## config.mk

```make
export PLATFORM = sky130hd
export DESIGN_NAME = adc_tx_top
export DESIGN_NICKNAME = d
export VERILOG_FILES = /design/src/rtl/adc_tx_top.sv
export SDC_FILE = /design/constraint.sdc
export NUM_CORES = 1
export LEC_CHECK = 0
export ABC_AREA = 0
export CAP_MARGIN = 10
export CELL_PAD_IN_SITES_DETAIL_PLACEMENT = 0
export CELL_PAD_IN_SITES_GLOBAL_PLACEMENT = 1
export CORE_MARGIN = 5
export CORE_UTILIZATION = 44
export DETAILED_ROUTE_END_ITERATION = 6
export PLACE_DENSITY = 0.86
export SYNTH_ARGS = -nofsm -noshare
export SYNTH_HDL_FRONTEND = slang
export SYNTH_SLANG_ARGS = --single-unit
```

## constraint.sdc

```tcl
create_clock -name clk_i -period 2.4 [get_ports clk_i]
set_input_delay 0.24 -clock clk_i [delete_from_list [all_inputs] [get_ports clk_i]]
set_output_delay 0.24 -clock clk_i [all_outputs]
set_load 0.01 [all_outputs]
```

## src/rtl/adc_tx_top.sv

```systemverilog
// rtl/adc_tx_top.sv - push-button SPI ADC sampler with two-byte UART readout
// Define PARITY_EN to add an even-parity bit to each UART frame (8E1); default is 8N1.
module adc_tx_top #(
  parameter int                  CLK_HALF = 20,
  parameter int                  SPI_BITS = 16,
  parameter logic [SPI_BITS-1:0] SPI_CMD  = 16'hD000,
  parameter int                  BAUD_DIV = 10416
) (
  input  logic clk_i,
  input  logic rst_i,
  input  logic button_i,
  input  logic miso_i,
  output logic mosi_o,
  output logic dclk_o,
  output logic cs_o,
  output logic tx_o,
  output logic eos_o
);

`ifdef PARITY_EN
  localparam int FRAME_BITS = 11;
`else
  localparam int FRAME_BITS = 10;
`endif

  typedef enum logic [2:0] {IDLE, SPI, TX_HI, TX_LO, DONE} state_t;

  state_t                state, state_nxt;
  logic                  button_q;
  logic [15:0]           div_cnt;
  logic [4:0]            bit_cnt;
  logic [SPI_BITS-1:0]   cmd_sh;
  logic [11:0]           rx_sh;
  logic [11:0]           result;
  logic [FRAME_BITS-2:0] tx_sh;
  logic                  start, half_tick, baud_tick, spi_last, frame_last;
  logic [7:0]            tx_byte;

  // Bits of a frame after the start bit, sent LSB first.
  function automatic logic [FRAME_BITS-2:0] frame_tail(input logic [7:0] b);
`ifdef PARITY_EN
    return {1'b1, ^b, b};
`else
    return {1'b1, b};
`endif
  endfunction

  assign start      = button_i & ~button_q;
  assign half_tick  = (div_cnt == 16'(CLK_HALF - 1));
  assign baud_tick  = (div_cnt == 16'(BAUD_DIV - 1));
  assign spi_last   = half_tick & dclk_o & (bit_cnt == 5'(SPI_BITS - 1));
  assign frame_last = baud_tick & (bit_cnt == 5'(FRAME_BITS - 1));
  assign tx_byte    = (state == TX_HI) ? {4'h0, result[11:8]} : result[7:0];

  always_ff @(posedge clk_i or negedge rst_i) begin
    if (!rst_i) state <= IDLE;
    else        state <= state_nxt;
  end

  always_comb begin
    state_nxt = state;
    case (state)
      IDLE:    if (start)      state_nxt = SPI;
      SPI:     if (spi_last)   state_nxt = TX_HI;
      TX_HI:   if (frame_last) state_nxt = TX_LO;
      TX_LO:   if (frame_last) state_nxt = DONE;
      DONE:                    state_nxt = IDLE;
      default:                 state_nxt = IDLE;
    endcase
  end

  always_ff @(posedge clk_i or negedge rst_i) begin
    if (!rst_i) begin
      button_q <= 1'b0;
      div_cnt  <= '0;
      bit_cnt  <= '0;
      cmd_sh   <= '0;
      rx_sh    <= '0;
      result   <= '0;
      tx_sh    <= '0;
      cs_o     <= 1'b1;
      dclk_o   <= 1'b0;
      mosi_o   <= 1'b0;
      tx_o     <= 1'b1;
      eos_o    <= 1'b0;
    end else begin
      button_q <= button_i;
      eos_o    <= 1'b0;
      case (state)
        IDLE: begin
          if (start) begin
            cs_o    <= 1'b0;
            mosi_o  <= SPI_CMD[SPI_BITS-1];
            cmd_sh  <= {SPI_CMD[SPI_BITS-2:0], 1'b0};
            div_cnt <= '0;
            bit_cnt <= '0;
            rx_sh   <= '0;
          end
        end
        SPI: begin
          if (!half_tick) begin
            div_cnt <= div_cnt + 1'b1;
          end else begin
            div_cnt <= '0;
            // Only the low 12 bits are kept; leading frame bits shift out the top.
            if (!dclk_o) begin
              dclk_o <= 1'b1;
              rx_sh  <= {rx_sh[10:0], miso_i};
            end else if (bit_cnt == 5'(SPI_BITS - 1)) begin
              dclk_o  <= 1'b0;
              cs_o    <= 1'b1;
              mosi_o  <= 1'b0;
              bit_cnt <= '0;
              result  <= rx_sh;
              tx_o    <= 1'b0;
            end else begin
              dclk_o  <= 1'b0;
              mosi_o  <= cmd_sh[SPI_BITS-1];
              cmd_sh  <= {cmd_sh[SPI_BITS-2:0], 1'b0};
              bit_cnt <= bit_cnt + 1'b1;
            end
          end
        end
        TX_HI, TX_LO: begin
          if (!baud_tick) begin
            div_cnt <= div_cnt + 1'b1;
            // Payload is loaded during the start bit, once result is stable.
            if (bit_cnt == 5'd0) tx_sh <= frame_tail(tx_byte);
          end else begin
            div_cnt <= '0;
            if (bit_cnt == 5'(FRAME_BITS - 1)) begin
              bit_cnt <= '0;
              tx_o    <= (state == TX_HI) ? 1'b0 : 1'b1;
            end else begin
              bit_cnt <= bit_cnt + 1'b1;
              tx_o    <= tx_sh[0];
              tx_sh   <= {1'b1, tx_sh[FRAME_BITS-2:1]};
            end
          end
        end
        DONE:    eos_o <= 1'b1;
        default: ;
      endcase
    end
  end

endmodule

```

* After elaboration in Yosys (flattened, before gate mapping) *
Index checks and enable logic that the tools add are counted.

storage, ports and cells
  output and inout bits = 5
  logic and storage cells = 105
  bits in registers = 79

operators by class
  equal/unequal tests = 19
  $add $sub $neg = 2
  bitwise gates (word level) = 5
  muxes and demuxes = 48
  reduce and logical (&&, ||, !) cells = 18

operator list
  operator                                         number
  2-to-1 mux 16 bit                                7
  case mux 16 bit (3 select lines)                 1
  2-to-1 mux 12 bit                                3
  case mux 16 bit (2 select lines)                 1
  2-to-1 mux 5 bit                                 6
  2-to-1 mux 9 bit                                 3
  case mux 12 bit (2 select lines)                 1
  inequality test 2 bit, second input constant     11
  AND reduction 5 bit                              4
  adder 16 x 1 -> 16 bit, second input constant    1
  == test 16 x 14 -> 1 bit, second input constant  1
  == test 16 x 5 -> 1 bit, second input constant   1
  2-to-1 mux 1 bit                                 16
  AND reduction 4 bit                              4
  case mux 5 bit (3 select lines)                  1
  2-to-1 mux 3 bit                                 4
  case mux 3 bit (4 select lines)                  1
  == test 5 x 4 -> 1 bit, second input constant    2
  2-to-1 mux 8 bit                                 1
  == test 3 x 2 -> 1 bit, second input constant    2
  case mux 1 bit (2 select lines)                  3
  nonzero test 2 bit                               3
  adder 5 x 1 -> 5 bit, second input constant      1
  logical NOT 5 bit                                1
  9 further kinds                                  13

* Depth between registers and ports, before layout *
Gate-level depths: netlist of run 1.

  depth in word-level cells = 5
  depth in mapped cells = 9
  gate-level depth less buffers = 9

* Least setup slack after synthesis of run 1 *
No wires, ideal clock.

  path kind = reg-to-reg
  start = register div_cnt[8]
  end = register div_cnt[1]
  buffers on the path = 2
  slack = 83 ps
  stages on the path, launching flop included = 7
  period minus slack after synthesis = 2317 ps
  arrival = 2196 ps
  required time = 2279 ps
  cells stage by stage = dfrtp_1 -> or4_4 -> or4_4 -> o2bb2ai_1 -> buf_2 -> buf_1 -> a22o_1

between the ends
  cells in the longest elaborated chain, start to end = 3
  elaborated cells between the ends (all ways) = 5

RTL lines
  what                                                                 RTL line  source
  start: declaration                                                   30        logic [15:0] div_cnt;
  start signal: assignment                                             102       div_cnt <= div_cnt + 1'b1;
  start signal: assignment                                             126       div_cnt <= div_cnt + 1'b1;
  == test 16 x 14 -> 1 bit or == test 16 x 5 -> 1 bit (tied branches)  50, 49
  2-to-1 mux 16 bit (on tied branches)                                 125, 101
  case mux 16 bit (3 select lines) *                                   89        case (state)

Mark *: on every way between the ends. The rest lies on a longest branch, timed or not.
A chain may end at the register's enable or synchronous reset.

* Final worst setup path of run 1 *
  start = register div_cnt[8]
  end = register bit_cnt[3]

between the ends
  cells in the longest elaborated chain, start to end = 3
  elaborated cells between the ends (all ways) = 5

RTL lines
  what                                                                 RTL line  source
  == test 16 x 14 -> 1 bit or == test 16 x 5 -> 1 bit (tied branches)  50, 49
  inequality test 2 bit (no source line)                               --
  AND reduction 5 bit (no source line) *                               --
  end signal: assignment                                               120       bit_cnt <= bit_cnt + 1'b1;
  end signal: assignment                                               135       bit_cnt <= bit_cnt + 1'b1;
  end: declaration                                                     31        logic [4:0] bit_cnt;

Marks and branches as above.

==> flow_metrics.env, run 1 <==
export IMPL_status="finished, final reports clean"
export IMPL_peakVddDrop_mv=0.4135
export IMPL_rr_worst_depth=5
export IMPL_place_inst=451
export IMPL_start_kind="flop"
export IMPL_hold_start="button_i"
export IMPL_synthTopCellsByArea="dfrtp_1 48%, mux2_2 6.5%, nand2_1 5.7%, a21oi_1 3.3%, mux2i_1 3.3%"
export IMPL_netlist_area_um2=3304
export IMPL_coreArea_um2=7292
export IMPL_vias=2597
export IMPL_ys_flop_type="dfrtp_1"
export IMPL_drt_wl_total_um=6938
export IMPL_fin_crit_ns=2.335
export IMPL_fillers=692
export IMPL_die_width_um=96.66
export IMPL_fp_row_count=31
export IMPL_io_pins=9
export IMPL_area_growth_pct=17.87
export IMPL_synth_avg_cell_area_um2=9.835
export IMPL_drv_slew=0
export IMPL_hold_end="button_q"
export IMPL_grt_pass1_wl_um=11990
export IMPL_die_h_um=96.66
export IMPL_rsz0062_at_grt="no"
export IMPL_antenna_found_initial=0
export IMPL_cts_buffer_depth=2
export IMPL_yosysWarnings=0
export IMPL_critPathMaxStageDelay_ns=0.56
export IMPL_crit_family="simple AND/OR/NAND/NOR gates"
export IMPL_drive_above_1_share=0.2166
export IMPL_r2r_end="bit_cnt[3]"
export IMPL_hold_class="in2reg"
export IMPL_netlist_cell_type_count=51
export IMPL_drc=0
export IMPL_crit_fanout=6
export IMPL_p_sw_frac=0.3224
export IMPL_root_buffer="clkbuf_8"
export IMPL_async_reset_ff_frac=1.000
export IMPL_p_per_area_nw_per_um2=805.1
export IMPL_p_switching_mw=1.011
export IMPL_ys_seq_elements=66
export IMPL_die_area_um2=9343
export IMPL_internal_power_mw=2.125
export IMPL_grt_pass1_vias=2596
export IMPL_dp_hpwl_um=4941
export IMPL_worst_path_buf_inv=0
export IMPL_grt_remaining_overflow=0
export IMPL_endpoint_kind="flop"
export IMPL_hold_path_depth=1
export IMPL_grtUsageTotal=0.1553
export IMPL_r2r_slack_ns=0.06
export IMPL_p_comb_frac=0.262
export IMPL_drtIter0Drc=82
export IMPL_clkSinkCount=66
export IMPL_clock_latency_ns=0.34
export IMPL_hold_violations=0
export IMPL_firstDrtPassIters=4
export IMPL_synth_most_common_cell="dfrtp_1"
export IMPL_final_cells=473
export IMPL_fin_skew_ns=0.01132
export IMPL_r2r_start="div_cnt[8]"
export IMPL_crit_slowest_cell="or4_4"
export IMPL_worst_pin_slew_ns=0.6091
export IMPL_seqPwrFrac=0.463
export IMPL_slew_headroom=0.5939
export IMPL_numCtsBuffers=9
export IMPL_start_util=0.4532
export IMPL_nets=379
export IMPL_synth_nets=346
export IMPL_grt_max_degree=43
export IMPL_fmax_mhz=428.2
export IMPL_post_route_period_util=0.9730
export IMPL_h_tree_depth=3
export IMPL_power_mw=3.136
export IMPL_seq_area_frac_synth=0.5006
export IMPL_clkPwrFrac=0.275
export IMPL_place_area_um2=3646
export IMPL_final_antenna_net_count=0
export IMPL_clkSlewWorstSetupHoldPaths_ns=0.07
export IMPL_crit_path_cell_trace="or4_4, or4_4, and2_4, or3_4, o31ai_2"
export IMPL_crit_type="reg2reg"
export IMPL_maxCapViolations=0
export IMPL_final_area_um2=3895
export IMPL_gp_congestion=0.8313
export IMPL_synth_edf_count=0
export IMPL_wl_per_cell_um=14.67
export IMPL_worst_ep_required_time_ns=2.65
export IMPL_synth_top_cells_by_count="64 x dfrtp_1, 50 x nand2_1, 22 x a21oi_1, 22 x o21ai_0, 19 x mux2_2"
export IMPL_cts_tree="done"
export IMPL_yosysTopAreaCellShare=0.4847
export IMPL_port_buffers=8
export IMPL_setup_violations=0
export IMPL_worstPathArrival_ns=2.59
export IMPL_setup_tns_ns=0
export IMPL_worst_path_stages=5
export IMPL_synthCells=336
export IMPL_diodes=0
export IMPL_vias_per_cell=5.490
export IMPL_yosys_area_top_type="dfrtp_1"
export IMPL_crit_top_cell="or4_4"
export IMPL_power_leakage_nw=1.777
cell usage in the layout, fill, tap and decap left out, drive strengths merged, types with 6 or more instances in the layout:
cell type	n
nor2	15
buf	32
nand4	8
a31oi	8
clkbuf	14
mux2i	11
dfrtp	64
nand3	15
o21ai	24
nand2b	9
a21oi	23
ha	6
nand2	50
inv	11
mux2	19
clkdlybuf4s50	7
metrics by stage:
stage / setup slack (ns) / hold WS [ns] / utilization
floorplan: 0.08348 / -0.05559 / -
global placement: 0.07396 / 0.2785 / 0.5000
detailed placement: 0.02941 / 0.2937 / 0.5000
CTS: 0.02361 / 0.3641 / 0.5264
global route: 0.006231 / 0.3804 / 0.5341
finish: 0.06483 / 0.3762 / 0.5341
how the worst max path moves through the flow:
stage / end / from / slack, ns
5_1_grt: bit_cnt[3] / div_cnt[0] / 0.006
2_1_floorplan: div_cnt[1] / div_cnt[8] / 0.08
4_1_cts: bit_cnt[1] / div_cnt[0] / 0.02
3_3_place_gp: bit_cnt[3] / div_cnt[8] / 0.07
6_report: bit_cnt[3] / div_cnt[8] / 0.06
3_5_place_dp: bit_cnt[3] / div_cnt[8] / 0.03
layout make-up:
class | count | area (um^2) | share of cell area
clock inverters | 2 | 10.01 | 0.002570
multi-input cells | 241 | 1563 | 0.4012
repair buffers | 40 | 330.3 | 0.08481
clock buffers | 14 | 172.7 | 0.04433
inverters | 11 | 41.29 | 0.01060
flip-flops and latches | 66 | 1654 | 0.4247
well taps | 99 | 123.9 | 0.03180
registers in the layout, indices dropped and copies added, names as in the netlist:
signal    cells
cmd_sh        3
dclk_o        1
bit_cnt       5
div_cnt      16
button_q      1
tx_sh         9
cs_o          1
state         3
mosi_o        1
result       12
rx_sh        12
eos_o         1
tx_o          1
power groups by stage:
stage                     sequential [mW]  combinational [mW]  clock (mW)
after floorplan                      1.42               0.529           0
after global placement               1.46               0.748           0
after detailed placement             1.47               0.776           0
after CTS                            1.45               0.780       0.885
after global routing                 1.48               0.915       0.928
final                                1.45               0.823       0.862
per-layer routing:
layer | wire (um) | global-route usage
met5 | 0 | 0
met1 | 3152 | 0.1988
met4 | 127 | 0.06587
met2 | 3407 | 0.2505
met3 | 252 | 0.03813
logic make-up after synthesis:
logic type	after synthesis	share of synthesized area
simple gates	127	0.1984
compound gates	76	0.1393
flops	66	0.5006
mux	30	0.09807
buf+inv	29	0.03559
fa+ha+maj	6	0.02272
xor+xnor	2	0.005302
what timing repair did:
action | 4_1_cts | 5_1_grt
endpoints found under the hold margin | 22 | 0
setup buffers | 0 | 5
gates resized for setup | 0 | 4
hold buffers | 1 | 0
setup endpoints to repair | 0 | 49
Power figures use the tool's default switching activity.
==> inputs of run 2 (changes only) <==
CORE_MARGIN = 2   (was 5)
GPL_TIMING_DRIVEN = 0   (was default)
==> flow_metrics.env, run 2 (same netlist as run 1, synthesis figures left out) <==
export IMPL_crit_top_cell="or4_4"
export IMPL_setup_tns_ns=-0.5411
export IMPL_clkPwrFrac=0.328
export IMPL_final_cell_mix="62 x dfrtp_1, 50 x nand2_1, 22 x o21ai_0, 19 x mux2_2, 17 x a21oi_1"
export IMPL_vias=2613
export IMPL_seqPwrFrac=0.424
export IMPL_p_per_area_nw_per_um2=870.2
export IMPL_drtIter0Drc=167
export IMPL_hold_violations=3
export IMPL_r2r_start="div_cnt[15]"
export IMPL_maxCapViolations=0
export IMPL_grtUsageTotal=0.1822
export IMPL_fin_crit_ns=2.469
export IMPL_fp_row_count=31
export IMPL_io_pins=9
export IMPL_grt_remaining_overflow=0
export IMPL_grt_max_degree=67
export IMPL_start_kind="flop"
export IMPL_status="complete, but fails checks"
export IMPL_drv_slew=0
export IMPL_worst_path_buf_inv=0
export IMPL_r2r_slack_ns=-0.07
export IMPL_largest_reg_flops=16
export IMPL_internal_power_mw=2.368
export IMPL_slew_headroom=0.4183
export IMPL_clkSlewWorstSetupHoldPaths_ns=0.08
export IMPL_rr_worst_depth=5
export IMPL_fin_skew_ns=0.01029
export IMPL_root_buffer="clkbuf_8"
export IMPL_firstDrtPassIters=4
export IMPL_layout_setup_ws_ns=-0.06898
export IMPL_gp_congestion=0.8300
export IMPL_vias_per_cell=5.571
export IMPL_layout_commonest_cell="dfrtp_1"
export IMPL_post_route_period_util=1.029
export IMPL_critPathMaxStageDelay_ns=0.61
export IMPL_clock_latency_ns=0.34
export IMPL_violations="hold timing, setup timing"
export IMPL_rsz0062_at_grt="yes"
export IMPL_crit_slowest_cell="or4_4"
export IMPL_dp_hpwl_um=4593
export IMPL_worst_pin_slew_ns=0.8660
export IMPL_diodes=0
export IMPL_max_flop_register="div_cnt"
export IMPL_die_area_um2=8219
export IMPL_setup_violations=13
export IMPL_drc=0
export IMPL_cts_tree="done"
export IMPL_peakVddDrop_mv=0.4666
export IMPL_crit_type="reg2reg"
export IMPL_start_util=0.4556
export IMPL_power_leakage_nw=1.745
export IMPL_clkSinkCount=66
export IMPL_crit_family="simple AND/OR/NAND/NOR gates"
export IMPL_crit_path_cell_trace="or4_4, or4_4, and2_4, or3_4, o31ai_4"
export IMPL_crit_fanout=4
export IMPL_coreArea_um2=7253
export IMPL_numCtsBuffers=9
export IMPL_drt_wl_total_um=7271
export IMPL_die_h_um=90.66
export IMPL_port_buffers=8
export IMPL_area_growth_pct=20.86
export IMPL_worst_ep_required_time_ns=2.65
export IMPL_p_sw_frac=0.3186
export IMPL_nets=375
export IMPL_final_antenna_net_count=0
export IMPL_power_mw=3.475
export IMPL_fin_hold_ws_ns=-0.009389
export IMPL_worstPathArrival_ns=2.72
export IMPL_worst_path_stages=5
export IMPL_cts_buffer_depth=2
export IMPL_hold_class="in2async"
export IMPL_wl_per_cell_um=15.50
export IMPL_die_width_um=90.66
export IMPL_r2r_end="bit_cnt[3]"
export IMPL_p_comb_frac=0.248
export IMPL_grt_pass1_wl_um=12200
export IMPL_antenna_found_initial=0
export IMPL_drive_above_1_share=0.2324
export IMPL_h_tree_depth=3
export IMPL_fillers=647
export IMPL_grt_pass1_vias=2565
export IMPL_endpoint_kind="flop"
export IMPL_largest_registers="div_cnt: 16 flops, result: 12 flops, rx_sh: 12 flops"
export IMPL_p_switching_mw=1.107
export IMPL_fmax_mhz=405.0
[run 2: area by class of cell]
cell class / count / area, um^2 / area share
multi-input combinational: 241 / 1668 / 0.4176
timing repair buffer: 19 / 160.2 / 0.04010
clock buffer: 9 / 123.9 / 0.03102
sequential: 66 / 1657 / 0.4148
inverter: 11 / 41.29 / 0.01034
clock inverter: 7 / 117.6 / 0.02945
buffer: 17 / 102.6 / 0.02569
tap: 99 / 123.9 / 0.03102
[run 2: metal layers]
layer / wire length (um) / track usage / vias to the layer above / part of all wire
met5: 0 / 0 / - / 0
met4: 95 / 0.06410 / 0 / 0.013
met3: 246 / 0.03756 / 8 / 0.034
met2: 3448 / 0.2892 / 44 / 0.47
met1: 3480 / 0.2482 / 1300 / 0.48
li1: - / - / 1261 / -
[run 2: stage by stage]
step,setup slack (ns),std cells,utilization,instance area [um^2]
floorplan,0.08348,336,-,3304
global placement,-1.098,443,0.4837,3508
detailed placement,-0.3827,443,0.4834,3506
CTS,-0.02051,463,0.5329,3865
global route,-0.1302,469,0.5506,3994
finish,-0.06898,469,0.5506,3994
[run 2: repair_timing]
action                                  4_1_cts  5_1_grt
cloned                                        0        0
pin swaps                                     2        7
gates resized for setup                      21       17
setup buffers                                 4        7
hold buffers                                  0        0
endpoints found under the setup margin       53       45
[run 2: power groups by stage]
stage	Clock [mW]	Combinational, mW	Sequential [mW]
final	1.14	0.862	1.47
after global routing	1.22	0.964	1.50
after CTS	1.16	0.804	1.44
after detailed placement	0	0.711	1.46
after global placement	0	0.686	1.45
after floorplan	0	0.529	1.42
[run 2: worst max-delay path by stage]
stage	startpoint	endpoint	slack, ns
2_1_floorplan	div_cnt[8]	div_cnt[1]	0.08
3_3_place_gp	rst_i	rx_sh[0]	-1.10
3_5_place_dp	div_cnt[0]	rx_sh[4]	-0.38
4_1_cts	div_cnt[8]	tx_sh[1]	-0.02
5_1_grt	div_cnt[15]	bit_cnt[3]	-0.13
6_report	div_cnt[15]	bit_cnt[3]	-0.07
